<file path="src/rtl/next_pc_pkg.sv">
// Shared types and constants for the fetch next-PC selection logic.
package next_pc_pkg;

    localparam int unsigned NUM_SRC_DEFAULT = 4;
    localparam int unsigned SRC_IDX_W       = $clog2(NUM_SRC_DEFAULT);

    typedef logic [SRC_IDX_W-1:0] src_idx_t;

    // Higher index = older pipeline stage = higher redirect priority
    localparam src_idx_t SRC_DECODE  = src_idx_t'(0);
    localparam src_idx_t SRC_EXEC    = src_idx_t'(1);
    localparam src_idx_t SRC_MEM_BR  = src_idx_t'(2);
    localparam src_idx_t SRC_MEM_IND = src_idx_t'(3);

    typedef enum logic {
        RUN,
        HOLD
    } pc_state_t;

endpackage

</file>
<file path="src/rtl/redirect_prio_enc.sv">
// Priority encoder selecting the highest-index asserted redirect channel.
module redirect_prio_enc #(
    parameter int unsigned NUM_SRC = 4,
    parameter int unsigned IDX_W   = (NUM_SRC > 1) ? $clog2(NUM_SRC) : 1
) (
    input  logic [NUM_SRC-1:0] valid,
    output logic               any_valid,
    output logic [IDX_W-1:0]   idx
);

    always_comb begin
        any_valid = |valid;
        idx       = '0;
        // Ascending scan so the last (highest) asserted index wins
        for (int unsigned i = 0; i < NUM_SRC; i++) begin
            if (valid[i]) idx = IDX_W'(i);
        end
    end

endmodule

</file>
<file path="src/rtl/next_pc_unit.sv">
// Fetch PC register with prioritised redirect arbitration, stall-time
// redirect capture, per-stage squash and a saturating redirect counter.
module next_pc_unit
    import next_pc_pkg::*;
#(
    parameter int unsigned       WIDTH      = 16,
    parameter int unsigned       NUM_SRC    = 4,
    parameter logic [WIDTH-1:0]  RESET_PC   = '0,
    parameter int unsigned       INST_BYTES = 2,
    parameter int unsigned       CNT_WIDTH  = 16
) (
    input  logic                              clk,
    input  logic                              rst,
    input  logic                              fetch_ready,
    input  logic [NUM_SRC-1:0]                redirect_valid,
    input  logic [NUM_SRC-1:0][WIDTH-1:0]     redirect_target,
    input  logic                              pred_valid,
    input  logic [WIDTH-1:0]                  pred_target,
    output logic [WIDTH-1:0]                  pc,
    output logic [NUM_SRC-1:0]                squash,
    output logic                              pending_valid,
    output logic [CNT_WIDTH-1:0]              redirect_count
);

    localparam int unsigned IDX_W = (NUM_SRC > 1) ? $clog2(NUM_SRC) : 1;

    pc_state_t        state, state_next;
    logic [IDX_W-1:0] pending_src, fresh_src, eff_src;
    logic [WIDTH-1:0] pending_target, eff_target, next_pc;
    logic             fresh_any, eff_valid;

    redirect_prio_enc #(
        .NUM_SRC (NUM_SRC),
        .IDX_W   (IDX_W)
    ) u_prio (
        .valid     (redirect_valid),
        .any_valid (fresh_any),
        .idx       (fresh_src)
    );

    assign pending_valid = (state == HOLD);

    // Pending entry only beats a fresh redirect from a strictly older stage
    always_comb begin
        eff_valid  = fresh_any | pending_valid;
        eff_src    = fresh_src;
        eff_target = redirect_target[fresh_src];
        if (pending_valid && (!fresh_any || (pending_src > fresh_src))) begin
            eff_src    = pending_src;
            eff_target = pending_target;
        end
    end

    always_comb begin
        squash = '0;
        for (int unsigned j = 0; j < NUM_SRC; j++) begin
            if (eff_valid && (32'(eff_src) > j)) squash[j] = 1'b1;
        end
    end

    always_comb begin
        if (eff_valid)       next_pc = eff_target;
        else if (pred_valid) next_pc = pred_target;
        else                 next_pc = pc + WIDTH'(INST_BYTES);
    end

    always_comb begin
        state_next = state;
        if (fetch_ready)    state_next = RUN;
        else if (eff_valid) state_next = HOLD;
    end

    always_ff @(posedge clk) begin
        if (rst) state <= RUN;
        else     state <= state_next;
    end

    always_ff @(posedge clk) begin
        if (rst) begin
            pc             <= RESET_PC;
            pending_src    <= '0;
            pending_target <= '0;
            redirect_count <= '0;
        end else if (fetch_ready) begin
            pc <= next_pc;
            if (eff_valid && (redirect_count != '1))
                redirect_count <= redirect_count + 1'b1;
        end else if (eff_valid) begin
            pending_src    <= eff_src;
            pending_target <= eff_target;
        end
    end

endmodule

</file>
<file path="config.mk">
export PLATFORM = sky130hd
export DESIGN_NAME = next_pc_unit
export DESIGN_NICKNAME = d
export VERILOG_FILES = /design/src/rtl/next_pc_pkg.sv /design/src/rtl/redirect_prio_enc.sv /design/src/rtl/next_pc_unit.sv
export SDC_FILE = /design/constraint.sdc
export NUM_CORES = 1
export LEC_CHECK = 0
export ABC_AREA = 0
export CORE_MARGIN = 3
export CORE_UTILIZATION = 49
export CTS_CLUSTER_SIZE = 16
export DETAILED_ROUTE_END_ITERATION = 10
export GPL_ROUTABILITY_DRIVEN = 0
export PLACE_DENSITY = 0.87
export SYNTH_ARGS = -nofsm -noshare
export SYNTH_HDL_FRONTEND = slang
export SYNTH_SLANG_ARGS = --single-unit
export TNS_END_PERCENT = 50
</file>
<file path="constraint.sdc">
create_clock -name clk -period 4.7 [get_ports clk]
set_input_delay 0.47 -clock clk [delete_from_list [all_inputs] [get_ports clk]]
set_output_delay 0.47 -clock clk [all_outputs]
set_load 0.01 [all_outputs]
</file>
---- Yosys cells after proc, flatten, opt, wreduce, memory -nomap -nowiden ----
Index checks and enable logic that the tools add are counted.
word-level totals
  flip-flop bits (word level) ............. 51
  bits in read-only memories .............. 0
  memories ................................ 0
  latch bits .............................. 0
  logic and storage cells ................. 38
  output and inout port bits .............. 37
  bits of input ports ..................... 88
  memory bits (writable) .................. 0
operators by class
  multiply operators ...................... 0
  reductions and logical operators ........ 11
  equal/unequal tests ..................... 1
  bitwise gates (word level) .............. 2
  shift operators ......................... 0
  add/sub/neg operators ................... 2
  divide/modulo/power cells ............... 0
  muxes and demuxes ....................... 12
  order comparisons ....................... 5
operator list
  cell                                                           number
  two-way mux 16 bit                                             4
  binary-select mux 16 bit (select 2 bit)                        1
  adder 16 x 1 -> 16 bit, second input constant                  1
  adder 16 x 2 -> 16 bit, second input constant                  1
  inequality test 16 bit, second input constant                  1
  two-way mux 2 bit                                              3
  logical AND 1 bit                                              5
  greater-than comparator 2 x 1 -> 1 bit, second input constant  2
  two-way mux 1 bit                                              4
  AND reduction 2 bit                                            2
  OR reduction 4 bit                                             1
  < comparator 2 x 3 -> 1 bit, second input constant             1
  greater-than comparator 2 bit                                  1
  greater-than comparator 2 bit, second input constant           1
  OR reduction 2 bit                                             1
  zero test 1 bit                                                1
  logical OR 1 bit                                               1
  inverter 1 bit                                                 1
  OR 1 bit                                                       1

---- Logic depth before layout (Yosys ltp) ----
Gate-level depths: netlist (run 1).
  depth in word-level cells ............... 10
  mapped depth ............................ 12
  mapped depth without buffers ............ 8

---- Cells and area by module ----
Synthesis (run 1) repeated with hierarchy kept, for this count alone.
second synthesis, totals
  cell total of the unflattened synthesis .. 356
  area total of the unflattened synthesis .. 3196.8 um^2
modules (own cells, without submodules)
  module             times used  sequential area each (um^2)  cells each  area each (um^2)
  next_pc_unit       1           1021.0                       352         3173.0
  redirect_prio_enc  1           0.0                          4           23.8

---- Worst setup path after synthesis (run 1) ----
No wires, ideal clock.
  path kind ............................... input to output
  from .................................... input redirect_valid[3]
  to ...................................... output squash[0]
  slack ................................... 1641 ps
  cell stages on the path ................. 11
  required time ........................... 4230 ps
  buffers on the path ..................... 4
  arrival ................................. 2589 ps
  cells stage by stage .................... buf_2 nor2_1 buf_2 ha_1 nor2b_1 o211ai_1 clkbuf_1 and2_1 buf_2 nor3_1 a21oi_1
on the way
  word-level cells in the longest chain between the ends .. 8
  elaborated cells between the ends (all ways) .. 11
  classes of those cells .................. 2 x order compare; 3 x mux; 1 x bitwise; 5 x reduce/logical
ends and longest elaborated chain
  what                                                              RTL line                                          text
  start, declared                                                   next_pc_unit.sv:15                                input logic [NUM_SRC-1:0] redirect_valid,
  two-way mux 2 bit or OR reduction 4 bit (tied branches)           redirect_prio_enc.sv:16, redirect_prio_enc.sv:12
  greater-than comparator 2 bit or zero test 1 bit (tied branches)  next_pc_unit.sv:48                                if (pending_valid && (!fresh_any || (pending_src > fresh_src))) begin
  logical OR 1 bit                                                  next_pc_unit.sv:48
  logical AND 1 bit                                                 next_pc_unit.sv:48
  two-way mux 2 bit                                                 next_pc_unit.sv:48
  greater-than comparator 2 x 1 -> 1 bit                            next_pc_unit.sv:57                                if (eff_valid && (32'(eff_src) > j)) squash[j] = 1'b1;
  logical AND 1 bit (*)                                             next_pc_unit.sv:57
  two-way mux 1 bit (*)                                             next_pc_unit.sv:57
  end, declared                                                     next_pc_unit.sv:20                                output logic [NUM_SRC-1:0] squash,
Every way passes the cells marked *; elsewhere a longest branch is shown, timed or not.

---- Worst setup path after layout (run 1) ----
Ends and elaborated chain as after synthesis.

==> flow_summary.yaml, run 1 <==
final_layout:
  fin_util_pct: 72.0
  final_nets: 617
  fill_cells: 511
  num_antenna_cells: 0
  drive_above_1_share_pct: 7.41
  area_delta_synth_final_pct: 39.4
detailed_routing:
  wl_per_cell_um: 16.8
  vias: 3678
  drtIter0Drc: 258
  drtPass1Iterations: 5
  post-route-drc-count: 0
  detail-route-antenna-nets: 0
  totalWireLength_um: 10100
  vias_per_cell: 6.10
logic_synthesis:
  syn-instance-count: 418
  synth_edf_count: 0
  synth_ff_type: "dfxtp_1"
  yosysWarnings: 0
  synthArstFlopShare_pct: 0
  synthTopCellsByArea: "dfxtp_1 30%, mux2_2 5.4%, nand2_1 5.1%"
  avgSynthCellArea_um2: 8.03
  yosysTopAreaCell: "dfxtp_1"
  synth_seq_area_share_pct: 30.4
  netlist_area_um2: 3350
  yosysUniqueCellTypes: 58
  ys_ff_latch: 51
  synth_fp_nets: 510
  synth_top_area_share_pct: 30.4
critical_path:
  crit_arrival_ns: 3.55
  start_kind: "input pin"
  crit_chain: "clkdlybuf4s50_1, nor2_1, ha_1, nor2b_1, o211ai_1, buf_4, and2_1, nor3_1, a21oi_1, clkdlybuf4s50_1"
  cp-end-kind: "output port"
  critPathMaxFanout: 20
  path_buf_inv: 3
  worst-setup-path-type: "input pin to output port"
  r2r_slack_ns: 2.22
  cp.required_ns: 4.23
  crit_top_cell: "clkdlybuf4s50_1"
  cpMaxStageDelayCell: "clkdlybuf4s50_1"
  cp_top_family: "buffers and inverters"
  max_stage_delay_ns: 0.85
sta:
  tightest_slew_ns: 1.24
  setup_viol_count_final: 0
  max_freq_mhz: 249
  fin_crit_ns: 4.02
  rsz0062_at_grt: "false"
  clock_skew_ns: 0.00500
  finalCritPeriodShare_pct: 85.5
  timing.final.max_slew_violations: 0
  finalHoldViolCount: 0
  fin_tns_setup_ns: 0
  slew_headroom_pct: 16.4
floorplan:
  num_io_pins: 125
  initial_utilization_pct: 51.6
  dieArea_um2: 7870
  core_um2: 6490
  die_y_um: 88.7
  die-width_um: 88.7
  rows: 29
global_routing:
  grt-ovfl-total: 0
  grt_max_degree: 33
  grt_pass1_wl_um: 16800
  grt_antenna_before_repair: 0
  grt_usage_pct: 26.5
  grt_pass1_vias: 3534
pwr:
  p_comb_share_pct: 27.0
  pwr-share-clk_pct: 26.6
  switching_share_pct: 28.5
  peakVddDrop_mv: 0.116
  sequentialPowerShare_pct: 46.4
  intPower_mw: 0.752
  power_leakage_nw: 1.69
  power.density_nw_per_um2: 225
  power_switching_mw: 0.300
clocking:
  clk_latency_ns: 0.31
  cts_sinks: 51
  clock_path_buffers: 2
  htreeDepth: 2
  cts_setup_buffers: 0
  cts-root-buf: "clkbuf_8"
  cts_resized: 0
  path_clk_slew_ns: 0.09
  cts_tree: "built"
  cts_buffers: 5
  cts_hold_buf: 0
hold_path:
  hold_path_class: "register to register"
place:
  io_buffers: 123
  dp_hpwl_um: 7810
run_status:
  outcome: "complete, no violations"
run:
  drv_cap: 0
[metrics by stage]
stage / total power [mW] / hold slack, ns / setup slack [ns] / instances / cell area [um2]
floorplan: 0.634 / 0.436 / 1.64 / 418 / 3350
CTS: 1.05 / 0.466 / 0.704 / 603 / 4680
finish: 1.05 / 0.463 / 0.681 / 603 / 4680
global route: 1.10 / 0.481 / 0.480 / 603 / 4680
global placement: 0.769 / 0.442 / 0.836 / 595 / 4570
detailed placement: 0.778 / 0.454 / 0.715 / 595 / 4570
[routing by layer]
layer	wire, um	vias to the layer above	track usage [%]	part of all wire [%]
met5	0	-	0	0
met4	148	0	7.42	1.5
met3	871	14	5.03	8.6
met2	4740	181	42.0	47
met1	4370	1712	36.5	43
li1	-	1771	-	-
[sequential cells by signal, indices dropped and copies added, names as in the netlist]
| signal | count |
|---|---|
| pc | 16 |
| pending_valid | 1 |
| pending_src | 2 |
| pending_target | 16 |
| redirect_count | 16 |
[power groups by stage]
stage          Combinational, mW  Sequential (mW)  Clock (mW)
3_5_place_dp               0.282            0.497           0
2_1_floorplan              0.138            0.497           0
4_1_cts                    0.283            0.487       0.283
3_3_place_gp               0.273            0.496           0
5_1_grt                    0.310            0.492       0.301
6_report                   0.285            0.488       0.280
[worst register-to-register path, cell delays in order, from the launching register on]
cell	delay, ns
dfxtp_1	0.42
ha_1	0.27
nor2b_1	0.15
o211a_1	0.26
nor3_1	0.96
nor2_1	0.09
a211oi_1	0.24
[cell usage in the layout (no fill, tap or decap), types with 4 or more instances in the layout]
cell	synthesis	routed
clkdlybuf4s50_1	0	123
dfxtp_1	51	51
nand2_1	46	46
nor2_1	35	35
a21oi_1	29	29
xnor2_1	18	18
mux2_2	16	16
o21ai_0	15	15
a222oi_1	14	14
o211ai_1	13	13
nor3_1	13	13
a211oi_1	13	13
nand3_1	12	12
inv_1	11	11
and2_1	9	9
and3_1	8	8
clkbuf_8	0	7
nand4_1	6	6
o31ai_1	6	6
mux2i_1	6	6
buf_4	4	6
nand2b_1	5	5
and4_1	5	5
or3_1	5	5
nor4_1	4	4
xor2_1	4	4
ha_1	4	4
[cells in the mapped netlist (all sizes together) (2+ instances only)]
cell type  count
a311oi         2
mux2          16
nand3         12
inv           11
xor2           4
a31oi          3
and3           8
a21oi         29
o31ai          6
a21o           3
buf           14
nand2b         5
clkbuf        15
or2            3
and2           9
and4           6
nand2         47
or3            5
or4            4
nor4           5
nor2          35
a211oi        13
o211ai        13
mux2i          6
nor4b          2
nor3          14
nand4          6
a222oi        14
ha             4
o221ai         2
xnor2         18
dfxtp         51
o21ai         18
a32o           2
[final timing paths]
path | cells past startpoint | endpoint | from
setup / recovery | 10 | squash[0] | redirect_valid[3]
hold / removal | 2 | pending_target[10] | pending_target[10]
setup reg to reg | 6 | pending_src[1] | pending_src[1]
hold reg to reg | 2 | pending_target[10] | pending_target[10]
[cells by family (layout without fill, tap and decap cells)]
family          Yosys count  in the layout  synth area share [%]
other cells               1              1                 0.112
flops                    51             51                  30.4
mux                      22             22                  7.16
buf+inv                  40            148                  5.86
fa+ha+maj                 4              4                  1.49
simple gates            164            164                  25.3
compound gates          114            114                  23.9
xor+xnor                 22             22                  5.74
[cell type report]
| class | instances | area, um2 | area share, % |
|---|---|---|---|
| clock inverter | 1 | 7.51 | 0.161 |
| tap | 77 | 96.3 | 2.06 |
| sequential | 51 | 1020 | 21.8 |
| clock buffer | 7 | 96.3 | 2.06 |
| timing repair buffer | 129 | 1280 | 27.3 |
| inverter | 11 | 41.3 | 0.883 |
| multi-input combinational | 327 | 2140 | 45.7 |
Power figures use the tool's default switching activity.
==> run 2, diff against run 1 <==
--- a/config.mk
+++ b/config.mk
@@ -8,10 +8,13 @@
 export ABC_AREA = 0
 export CORE_MARGIN = 3
 export CORE_UTILIZATION = 49
+export CTS_CLUSTER_DIAMETER = 150
 export CTS_CLUSTER_SIZE = 16
 export DETAILED_ROUTE_END_ITERATION = 10
 export GPL_ROUTABILITY_DRIVEN = 0
 export PLACE_DENSITY = 0.87
+export RECOVER_POWER = 100
+export REMOVE_ABC_BUFFERS = 1
 export SYNTH_ARGS = -nofsm -noshare
 export SYNTH_HDL_FRONTEND = slang
 export SYNTH_SLANG_ARGS = --single-unit
==> run 2 against run 1 <==
The run now ends with max-capacitance violations, max-slew violations left. Cell count rose by 0.17%. Sequential power barely moved. Fmax fell by 3.7%. Die area did not move. Setup slack got worse by 0.16 ns. Non-clock buffer count rose by 1. Design area fell by 0.37%. Via count fell by 1.2%. Largest cell class unchanged.
==> flow_summary.yaml, run 2 (same netlist as run 1, synthesis figures left out) <==
run_status:
  outcome: "finished, violations left"
  violations: "max-capacitance violations, max-slew violations"
pwr:
  power_leakage_nw: 1.77
  peakVddDrop_mv: 0.119
  power.density_nw_per_um2: 222
final_layout:
  design_area_um2: 4660
  num_antenna_cells: 0
  fin_util_pct: 71.7
  reg_top3: "pc (16), pending_target (16), redirect_count (16)"
  drive_above_1_share_pct: 6.64
  final_common_cell: "clkdlybuf4s50_1"
  fin_cells: 604
  fill_cells: 496
  final_cell_mix: "88 x clkdlybuf4s50_1, 51 x dfxtp_1, 46 x nand2_1"
  area_delta_synth_final_pct: 38.9
  final_nets: 618
place:
  dp_slack_ns: 0.792
  dp_hpwl_um: 7810
  io_buffers: 123
  postPlaceCellArea_um2: 4580
  dp_cells: 596
sta:
  max_freq_mhz: 240
  slew_headroom_pct: -4.45
  tightest_slew_ns: 1.55
  timing.final.max_slew_violations: 16
  setup_viol_count_final: 0
  rsz0062_at_grt: "false"
  fin_tns_setup_ns: 0
  fin_crit_ns: 4.17
  clock_skew_ns: 0.00918
  fin_ws_ns: 0.526
  finalCritPeriodShare_pct: 88.8
  finalHoldViolCount: 0
global_routing:
  grtUsageMet3_pct: 5.03
  met2_usage_pct: 43.3
  grt_pass1_wl_um: 16300
  top_usage_layer: "met2"
  grt_max_degree: 33
  grt_pass1_vias: 3438
  grt_antenna_before_repair: 0
  grt_usage_pct: 26.1
  met1_usage_pct: 35.1
  grt-ovfl-total: 0
detailed_routing:
  drtIter0Drc: 288
  vias: 3635
  post-route-drc-count: 0
  wl_per_cell_um: 17.0
  vias_per_cell: 6.02
  detail-route-antenna-nets: 0
  drtPass1Iterations: 5
  totalWireLength_um: 10200
clocking:
  clock_path_buffers: 2
  cts_hold_buf: 0
  cts_sinks: 51
  htreeDepth: 2
  clk_latency_ns: 0.31
  cts_tree: "built"
  path_clk_slew_ns: 0.08
  cts_resized: 0
  cts_buffers: 5
  cts_setup_buffers: 0
  cts-root-buf: "clkbuf_8"
floorplan:
  dieArea_um2: 7870
  die-width_um: 88.7
  initial_utilization_pct: 51.6
  num_io_pins: 125
  die_y_um: 88.7
  rows: 29
  core_um2: 6490
critical_path:
  critPathMaxFanout: 20
  cp-end-kind: "output port"
  cp.required_ns: 4.23
  worst-setup-path-type: "input pin to output port"
  start_kind: "input pin"
  crit_arrival_ns: 3.70
run:
  drv_cap: 1
hold_path:
  hold_path_class: "register to register"
run 2: per-stage QoR:
stage	total power, mW	hold slack [ns]
detailed placement	0.780	0.449
global route	1.09	0.501
finish	1.04	0.457
floorplan	0.615	0.430
CTS	1.04	0.461
global placement	0.771	0.442
run 2: routing by layer:
layer	up-vias	part of all wire, %
met5	-	0
met4	0	1.4
met3	16	7.4
met2	163	48
met1	1682	43
li1	1774	-
run 2: power breakdown:
group / total, mW / internal, mW / switching [mW] / leakage (nW)
Combinational: 0.279 / 0.153 / 0.126 / 1.30
Clock: 0.270 / 0.120 / 0.150 / 0.0474
Sequential: 0.487 / 0.459 / 0.0285 / 0.418
Total: 1.04 / 0.732 / 0.304 / 1.77
run 2: worst paths after layout:
check | startpoint | end | slack (ns) | cells past startpoint
worst max-delay path | redirect_valid[3] | squash[0] | 0.53 | 10
worst min-delay path | pending_target[0] | pending_target[0] | 0.46 | 2
worst max register to register | pending_src[1] | pc[6] | 2.29 | 7
worst min register to register | pending_target[0] | pending_target[0] | 0.46 | 2
run 2: worst max-delay path, stage by stage:
cell             delay, ns
dlygate4sd3_1         0.89
nor2_1                0.12
ha_1                  0.32
nor2b_1               0.15
o211ai_1              0.15
buf_4                 0.23
and2_0                0.60
nor3_1                0.09
a21oi_1               0.14
clkdlybuf4s50_1       0.55
run 2: area by class of cell:
type,instances,area (um2),area share (%)
sequential,51,1020,21.9
timing repair buffer,130,1270,27.3
inverter,11,41.3,0.886
clock buffer,6,82.6,1.77
clock inverter,2,16.3,0.349
multi-input combinational,327,2130,45.7
tap,77,96.3,2.07
